## config.mk

```make
export PLATFORM = sky130hd
export DESIGN_NAME = reaction_timer_mp
export DESIGN_NICKNAME = d
export VERILOG_FILES = /design/src/rtl/reaction_timer_pkg.sv /design/src/rtl/rt_lfsr16.sv /design/src/rtl/reaction_timer_mp.sv
export SDC_FILE = /design/constraint.sdc
export NUM_CORES = 1
export LEC_CHECK = 0
export ABC_AREA = 1
export CORE_MARGIN = 8
export CORE_UTILIZATION = 45
export CTS_CLUSTER_DIAMETER = 200
export DETAILED_ROUTE_END_ITERATION = 10
export GPL_TIMING_DRIVEN = 0
export SETUP_SLACK_MARGIN = 0.5
export SYNTH_ARGS = -nofsm -noshare
export SYNTH_HDL_FRONTEND = slang
export SYNTH_SLANG_ARGS = --single-unit
```

## constraint.sdc

```tcl
create_clock -name clk -period 2.3 [get_ports clk]
set_input_delay 0.575 -clock clk [delete_from_list [all_inputs] [get_ports clk]]
set_output_delay 0.575 -clock clk [all_outputs]
set_load 0.1 [all_outputs]
```

## src/rtl/reaction_timer_pkg.sv

```systemverilog
// Shared types and constants for the multi-player reaction timer.
// Latency: n/a (declarations only).
// Backpressure: n/a.
package reaction_timer_pkg;

  typedef enum logic [1:0] {
    ST_IDLE = 2'd0,
    ST_WAIT = 2'd1,
    ST_RUN  = 2'd2,
    ST_DONE = 2'd3
  } rt_state_t;

  // Non-zero seed so the Fibonacci LFSR never locks up at all-zeros.
  localparam logic [15:0] LFSR_SEED = 16'hACE1;
  // Taps 16,14,13,11 expressed as bit positions 15,13,12,10.
  localparam logic [15:0] LFSR_TAPS = 16'hB400;

  function automatic logic lfsr_fb(input logic [15:0] q);
    return ^(q & LFSR_TAPS);
  endfunction

endpackage

```

## src/rtl/rt_lfsr16.sv

```systemverilog
// 16-bit Fibonacci LFSR used to randomise the pre-stimulus delay.
// Latency: new value one cycle after each enabled clock.
// Backpressure: none; en low holds the current value.
module rt_lfsr16
  import reaction_timer_pkg::*;
(
  input  logic        clk,
  input  logic        rst_n,
  input  logic        en,
  output logic [15:0] q
);

  // Shift left, feeding the tap parity into bit 0.
  always_ff @(posedge clk or negedge rst_n) begin
    if (!rst_n) begin
      q <= LFSR_SEED;
    end else if (en) begin
      q <= {q[14:0], lfsr_fb(q)};
    end
  end

endmodule

```

## src/rtl/reaction_timer_mp.sv

```systemverilog
// Multi-player reaction timer: random delay, LED stimulus, first valid press wins.
// Latency: result registered one cycle after the winning press edge.
// Backpressure: none; ena low freezes every register, start ignored while busy.
module reaction_timer_mp
  import reaction_timer_pkg::*;
#(
  parameter int N_PLAYERS  = 4,
  parameter int CNT_W      = 12,
  parameter int PRESCALE   = 10000,
  parameter int DELAY_MIN  = 500,
  parameter int DELAY_BITS = 10
) (
  input  logic                         clk,
  input  logic                         rst_n,
  input  logic                         ena,
  input  logic                         start,
  input  logic [N_PLAYERS-1:0]         btn,
  output logic                         led_on,
  output logic                         busy,
  output logic                         done,
  output logic [$clog2(N_PLAYERS)-1:0] winner,
  output logic                         win_valid,
  output logic [CNT_W-1:0]             time_out,
  output logic [N_PLAYERS-1:0]         false_start
);

  localparam int WIN_W = $clog2(N_PLAYERS);
  localparam int PSC_W = (PRESCALE > 1) ? $clog2(PRESCALE) : 1;
  localparam logic [PSC_W-1:0] PSC_MAX = PSC_W'(PRESCALE - 1);
  localparam int DLY_W = $clog2(DELAY_MIN + (1 << DELAY_BITS) + 1);
  localparam logic [15:0] DLY_MASK =
    (DELAY_BITS == 0) ? 16'h0 : 16'((32'd1 << DELAY_BITS) - 32'd1);
  localparam logic [DLY_W-1:0] DLY_BASE = DLY_W'(DELAY_MIN);

  rt_state_t            state_q, state_d;
  logic [PSC_W-1:0]     psc_q;
  logic [DLY_W-1:0]     dly_q;
  logic [CNT_W-1:0]     cnt_q;
  logic [N_PLAYERS-1:0] btn_q;
  logic [15:0]          lfsr_q;

  logic                 tick;
  logic [N_PLAYERS-1:0] press;
  logic [N_PLAYERS-1:0] elig;
  logic [N_PLAYERS-1:0] flag_set;
  logic [WIN_W-1:0]     win_idx;
  logic                 load_round;
  logic                 go_run;
  logic                 win_hit;
  logic                 tmo_hit;
  logic [DLY_W-1:0]     dly_load;

  rt_lfsr16 u_lfsr (
    .clk   (clk),
    .rst_n (rst_n),
    .en    (ena),
    .q     (lfsr_q)
  );

  assign tick     = (psc_q == PSC_MAX);
  assign press    = btn & ~btn_q;
  assign dly_load = DLY_BASE + DLY_W'(lfsr_q & DLY_MASK);
  assign led_on   = (state_q == ST_RUN);
  assign busy     = (state_q == ST_WAIT) || (state_q == ST_RUN);
  assign done     = (state_q == ST_DONE);

  // State register; reset forces IDLE immediately, which drops led_on/busy/done.
  always_ff @(posedge clk or negedge rst_n) begin
    if (!rst_n) begin
      state_q <= ST_IDLE;
    end else if (ena) begin
      state_q <= state_d;
    end
  end

  // Next-state and per-cycle round events.
  always_comb begin
    state_d    = state_q;
    load_round = 1'b0;
    go_run     = 1'b0;
    win_hit    = 1'b0;
    tmo_hit    = 1'b0;
    flag_set   = '0;
    win_idx    = '0;
    elig       = press & ~false_start;
    // Scan high to low so the lowest simultaneous index wins.
    for (int i = N_PLAYERS - 1; i >= 0; i--) begin
      if (elig[i]) win_idx = WIN_W'(i);
    end
    case (state_q)
      ST_IDLE, ST_DONE: begin
        if (start) begin
          state_d    = ST_WAIT;
          load_round = 1'b1;
        end
      end
      ST_WAIT: begin
        flag_set = press;
        // Everyone disqualified ends the round even on the delay's last tick.
        if (&(false_start | press)) begin
          state_d = ST_DONE;
        end else if (tick && (dly_q <= DLY_W'(1))) begin
          state_d = ST_RUN;
          go_run  = 1'b1;
        end
      end
      ST_RUN: begin
        if (|elig) begin
          state_d = ST_DONE;
          win_hit = 1'b1;
        end else if (&cnt_q) begin
          state_d = ST_DONE;
          tmo_hit = 1'b1;
        end
      end
      default: state_d = ST_IDLE;
    endcase
  end

  // Prescaler, delay, reaction counter and edge history.
  always_ff @(posedge clk or negedge rst_n) begin
    if (!rst_n) begin
      psc_q <= '0;
      dly_q <= '0;
      cnt_q <= '0;
      btn_q <= '0;
    end else if (ena) begin
      btn_q <= btn;
      if (load_round || go_run || tick) begin
        psc_q <= '0;
      end else begin
        psc_q <= psc_q + PSC_W'(1);
      end
      if (load_round) begin
        dly_q <= dly_load;
      end else if ((state_q == ST_WAIT) && tick && (dly_q != '0)) begin
        dly_q <= dly_q - DLY_W'(1);
      end
      if (go_run) begin
        cnt_q <= '0;
      end else if ((state_q == ST_RUN) && tick && !(&cnt_q)) begin
        cnt_q <= cnt_q + CNT_W'(1);
      end
    end
  end

  // Result registers: cleared at round start, latched on win or timeout.
  always_ff @(posedge clk or negedge rst_n) begin
    if (!rst_n) begin
      false_start <= '0;
      winner      <= '0;
      time_out    <= '0;
      win_valid   <= 1'b0;
    end else if (ena) begin
      if (load_round) begin
        false_start <= '0;
        winner      <= '0;
        time_out    <= '0;
        win_valid   <= 1'b0;
      end else begin
        false_start <= false_start | flag_set;
        if (win_hit) begin
          winner    <= win_idx;
          time_out  <= cnt_q;
          win_valid <= 1'b1;
        end else if (tmo_hit) begin
          time_out  <= '1;
          win_valid <= 1'b0;
        end
      end
    end
  end

endmodule

```

==> metrics, run 1 <==
leakage power=2.72 nW; CTS tree=yes; Slowest-stage cell, CP=dfrtp_1; Final Power=7.03 mW; Yosys Warn Count=0; max-slew violation count=0; root buf cell=clkbuf_8; outcome=completed; PD cells=1290 nW/um^2; # fillers=923; DR pass1 iterations=4; Syn Area/Cell=7.34 um^2; I/O pin total=30; Worst Hold Class=in -> async; drt wl/cell=13.3 um; full die area=13400 um^2; critical path cell sequence=ha_4 > clkinvlp_4 > buf_12; Final min period=1.95 ns; synth unique cells=35; area of the multi-input gates=2300 um^2; die width=116 um; first-pass GRT wire length=18100 um; syn_nets=626; most common cell after layout, fill and taps aside=nand2_1; placed cell areas=4980 um^2; clock skew=0.00603 ns; Initial Util=0.459; hold_ws=0.165 ns; sequential share of the synthesized area=0.439; crit share post-route=0.848; Critical Path AT=1.38 ns; DR iter-0 viols=222; clk_lat worst skew=0.36 ns; area grow syn2layout=22.1%; Hold Fails Final Rpt=0; vias in the first global route=3758; Final setup viols=0; clock transition at the registers of the reported paths=0.08 ns; Overflow after GRT=0; fin worst setup slack=0.349 ns; clock tree sinks=78; Buffers on Ports=29; CTS buffer count=9; diode count=0; Total GRT Usage=0.168; largest net degree at the start of global routing=46; Critical Path RT=1.73 ns; drt via density=4.95; initial antenna violation count=0; Final Cell Area=5460 um^2; die height=116 um; final layout net count=685; crit-path max cell delay=0.42 ns; Yosys reg bits=78; post-place setup slack=-0.246 ns; most frequent cells in the layout=177 x nand2_1, 66 x dfrtp_1, 65 x inv_1; worst slew pin tran=0.514 ns; Crit Path Max Fanout=3; Max Freq=0.512 GHz; global placement routability congestion=0.897; maximum VDD drop=0.785 mV; setup TNS=0 ns; Startpoint Class=flop; total of max-cap violations=0; RSZ-0062 raised after global routing=true; CP endpoint kind=primary output; # rows=36; Synth Cell Area=4470 um^2; Mapped Cells=609; Worst slew margin=0.657; vias=3993; Post-Route WL=10800 um; htree depth=3; residual DRC count=0; Final ANT Viol Nets=0; Post-Layout Cell Count=806; CTS max path bufs=2; Core Util, Final=0.561; WS Path Type=reg -> out; post-DP HPWL=7660 um; share of cells above drive strength 1=0.198; sequential cell area=1980 um^2; Core Area=9730 um^2; # placed instances=772
==> Yosys cell counts (all sizes together) <==
library cell	count	area [um^2]
a21oi	16	80.1
a31oi	4	31.3
and3	2	12.5
buf	7	52.5
clkbuf	9	33.8
clkinv	1	5.00
dfrtp	70	1750
dfstp	8	210
ha	9	113
inv	75	282
nand2	189	722
nand3	44	238
nand3b	1	7.51
nand4	19	134
nor2	63	246
nor3	13	86.3
nor3b	5	37.5
o21a	1	7.51
o21ai	58	290
o21bai	1	7.51
o31ai	1	7.51
xnor2	6	52.6
xor2	7	61.3
==> layout make-up <==
| type | instances | area share |
|---|---|---|
| flip-flops and latches | 78 | 0.362 |
| clock buffers | 12 | 0.0266 |
| clock inverters | 4 | 0.0128 |
| multi-input cells | 439 | 0.422 |
| inverters | 76 | 0.0536 |
| plain buffers | 16 | 0.0204 |
| well taps | 133 | 0.0305 |
| repair buffers | 48 | 0.0722 |
==> worst paths after layout <==
check                      startpoint            to  slack (ns)  depth (start not counted)
setup / recovery           state_q[1]          busy        0.35                          3
hold / removal                  rst_n      btn_q[2]        0.16                          1
setup reg to reg           state_q[0]  time_out[10]        0.59                          9
hold reg to reg             winner[1]     winner[1]        0.48                          2
max in group asynchronous       rst_n  u_lfsr.q[10]        1.48                          2
min in group clk            winner[1]     winner[1]        0.48                          2
==> flip-flops by register name, indices dropped and copies added (netlist names) <==
signal       cells
cnt_q           12
state_q          2
btn_q            4
winner           2
psc_q           14
win_valid        1
false_start      4
time_out        12
dly_q           11
u_lfsr.q        16
==> what timing repair did <==
item,4_1_cts,5_1_grt
setup endpoints to repair,87,56
resized for setup,139,51
pin swaps,3,6
buffers inserted,9,9
hold endpoints to repair,0,0
hold buffers,0,0
==> worst max-delay path, delay by kind of cell (launching register included) <==
kind	cells	cell delay, ns
adder cells (fa/ha/maj)	1	0.30
buffers and inverters	2	0.29
flip-flops	1	0.42
==> where the power goes <==
part           switching (mW)  internal, mW
logic                    2.71          1.13
clock network           0.503         0.638
registers               0.282          1.77
==> metal layers <==
metal | share of wire | GRT usage | up-vias
li1 | - | - | 2066
met1 | 0.48 | 0.227 | 1843
met2 | 0.45 | 0.263 | 73
met3 | 0.060 | 0.0328 | 11
met4 | 0.012 | 0.0614 | 0
met5 | 0 | 0 | -
==> logic make-up (layout without fill, tap and decap cells) <==
| logic type | count (synthesis) | count (layout) | synth area share |
|---|---|---|---|
| XOR/XNOR | 13 | 13 | 0.0255 |
| adder cells (fa/ha/maj) | 9 | 9 | 0.0252 |
| flip-flops | 78 | 78 | 0.439 |
| AND/OR/NAND/NOR | 336 | 336 | 0.332 |
| AO/OA/AOI/OAI | 81 | 81 | 0.0949 |
| buffers and inverters | 92 | 156 | 0.0834 |
(Power assumes the default switching activity.)
==> run 2, diff against run 1 <==
clock period = 2 ns   (was 2.3 ns; I/O delays follow)
==> metrics, run 2 (same netlist as run 1, synthesis figures left out) <==
Final Power=9.60 mW; met1 Usage GRT=0.237; Startpoint Class=flop; RSZ-0062 raised after global routing=true; met2 Use GR=0.294; switching fraction of total power=0.472; Worst Hold Class=in -> async; drt via density=5.09; crit share post-route=0.966; Largest Register=u_lfsr.q; Overflow after GRT=0; share of cells above drive strength 1=0.323; # fillers=829; vias in the first global route=4011; gr busiest metal=met2; Worst slew margin=0.648; initial antenna violation count=0; Clk pwr share=0.156; outcome=completed; total of max-cap violations=0; Largest regs=u_lfsr.q (16), psc_q (14); global placement routability congestion=0.867; max FFs per register=16; Post-Route WL=11900 um; Psw=4.53 mW; Max Freq=0.518 GHz; drt wl/cell=14.3 um; CTS buffer count=9; Total GRT Usage=0.181; Final ANT Viol Nets=0; PD cells=1520 nW/um^2; hold-fix buffer count after cts=0; CTS tree=yes; # rows=36; Final setup viols=0; Final min period=1.93 ns; clock skew=0.0115 ns; post-DP HPWL=7760 um; crit-path max cell delay=0.42 ns; area grow syn2layout=41.0%; Critical Path RT=1.50 ns; Combinational Power Share=0.589; Core Util, Final=0.648; worst slew pin tran=0.527 ns; met3 usage=0.0297; Post-Layout Cell Count=836; first-pass GRT wire length=19200 um; # placed instances=772; Hold Fails Final Rpt=0; htree depth=3; critical path cell sequence=inv_2 > ha_4 > clkinvlp_4 > buf_12; post-place setup slack=-0.424 ns; Buffers on Ports=29; I/O pin total=30; Core Area=9730 um^2; Internal Dissipation=5.07 mW; Crit Path Max Fanout=3; sequential cell area=1980 um^2; DR pass1 iterations=4; Initial Util=0.459; leakage power=3.06 nW; Slowest-stage cell, CP=dfrtp_1; most frequent cells in the layout=150 x nand2_1, 66 x dfrtp_1, 53 x inv_1; Critical Path AT=1.43 ns; hold_ws=0.0991 ns; clk_lat worst skew=0.36 ns; fin worst setup slack=0.0687 ns; max-slew violation count=0; largest net degree at the start of global routing=41; WS Path Type=reg -> out; Seq pwr share=0.255; diode count=0; residual DRC count=0; vias=4256; maximum VDD drop=1.05 mV; full die area=13400 um^2; die width=116 um; clock tree sinks=78; area of the multi-input gates=2560 um^2; most common cell after layout, fill and taps aside=nand2_1; reg2reg start=state_q[0]; DR iter-0 viols=243; CP endpoint kind=primary output; die height=116 um; clock transition at the registers of the reported paths=0.09 ns; CP Launch Point=state_q[0]; root buf cell=clkbuf_8; CTS max path bufs=2; final layout net count=715
## run 2: path summary, 6_finish.rpt
kind	slack [ns]	endpoint	depth (start not counted)
max	0.07	busy	4
min	0.1	btn_q[2]	1
max reg2reg	0.14	winner[1]	9
min reg2reg	0.48	u_lfsr.q[15]	2
max in group asynchronous	1.22	u_lfsr.q[15]	2
min in group clk	0.48	u_lfsr.q[15]	2
## run 2: area by class of cell
| cell class | count | area share |
|---|---|---|
| Multi-Input combinational cell | 439 | 0.407 |
| Sequential cell | 78 | 0.314 |
| Timing Repair Buffer | 78 | 0.141 |
| Inverter | 76 | 0.0494 |
| Tap cell | 133 | 0.0264 |
| Clock buffer | 13 | 0.0252 |
| Buffer | 16 | 0.0230 |
| Clock inverter | 3 | 0.0143 |
## run 2: per-stage QoR
step | area [um^2] | TNS (ns)
finish | 6300 | 0
detailed placement | 5070 | -14.29
global route | 6300 | 0
CTS | 5850 | 0
global placement | 5050 | -198.08
floorplan | 4590 | 0
## run 2: power by group through the flow
| stage | logic, mW | clock network, mW | registers, mW |
|---|---|---|---|
| 2_1_floorplan | 2.06 | 0 | 3.49 |
| 3_3_place_gp | 4.05 | 0 | 2.39 |
| 3_5_place_dp | 4.11 | 0 | 2.39 |
| 4_1_cts | 4.82 | 1.52 | 2.40 |
| 5_1_grt | 6.09 | 1.59 | 2.50 |
| 6_report | 5.65 | 1.50 | 2.45 |
## run 2: critical path, delay by kind of cell (launching register included)
kind,cells,cell delay (ns)
fa+ha+maj,1,0.28
buf+inv,3,0.36
flops,1,0.42
## run 2: routing by layer
metal / share of wire / wire length (um)
met1: 0.46 / 5480
met3: 0.045 / 542
met5: 0 / 0
met4: 0.019 / 221
met2: 0.48 / 5700
## run 2: repair_timing
action                                  in CTS  in global routing
endpoints found under the setup margin      99                 69
buffers inserted                            30                 13
cloned                                       1                  4
pin swaps                                   16                 21
gates resized for setup                    236                105
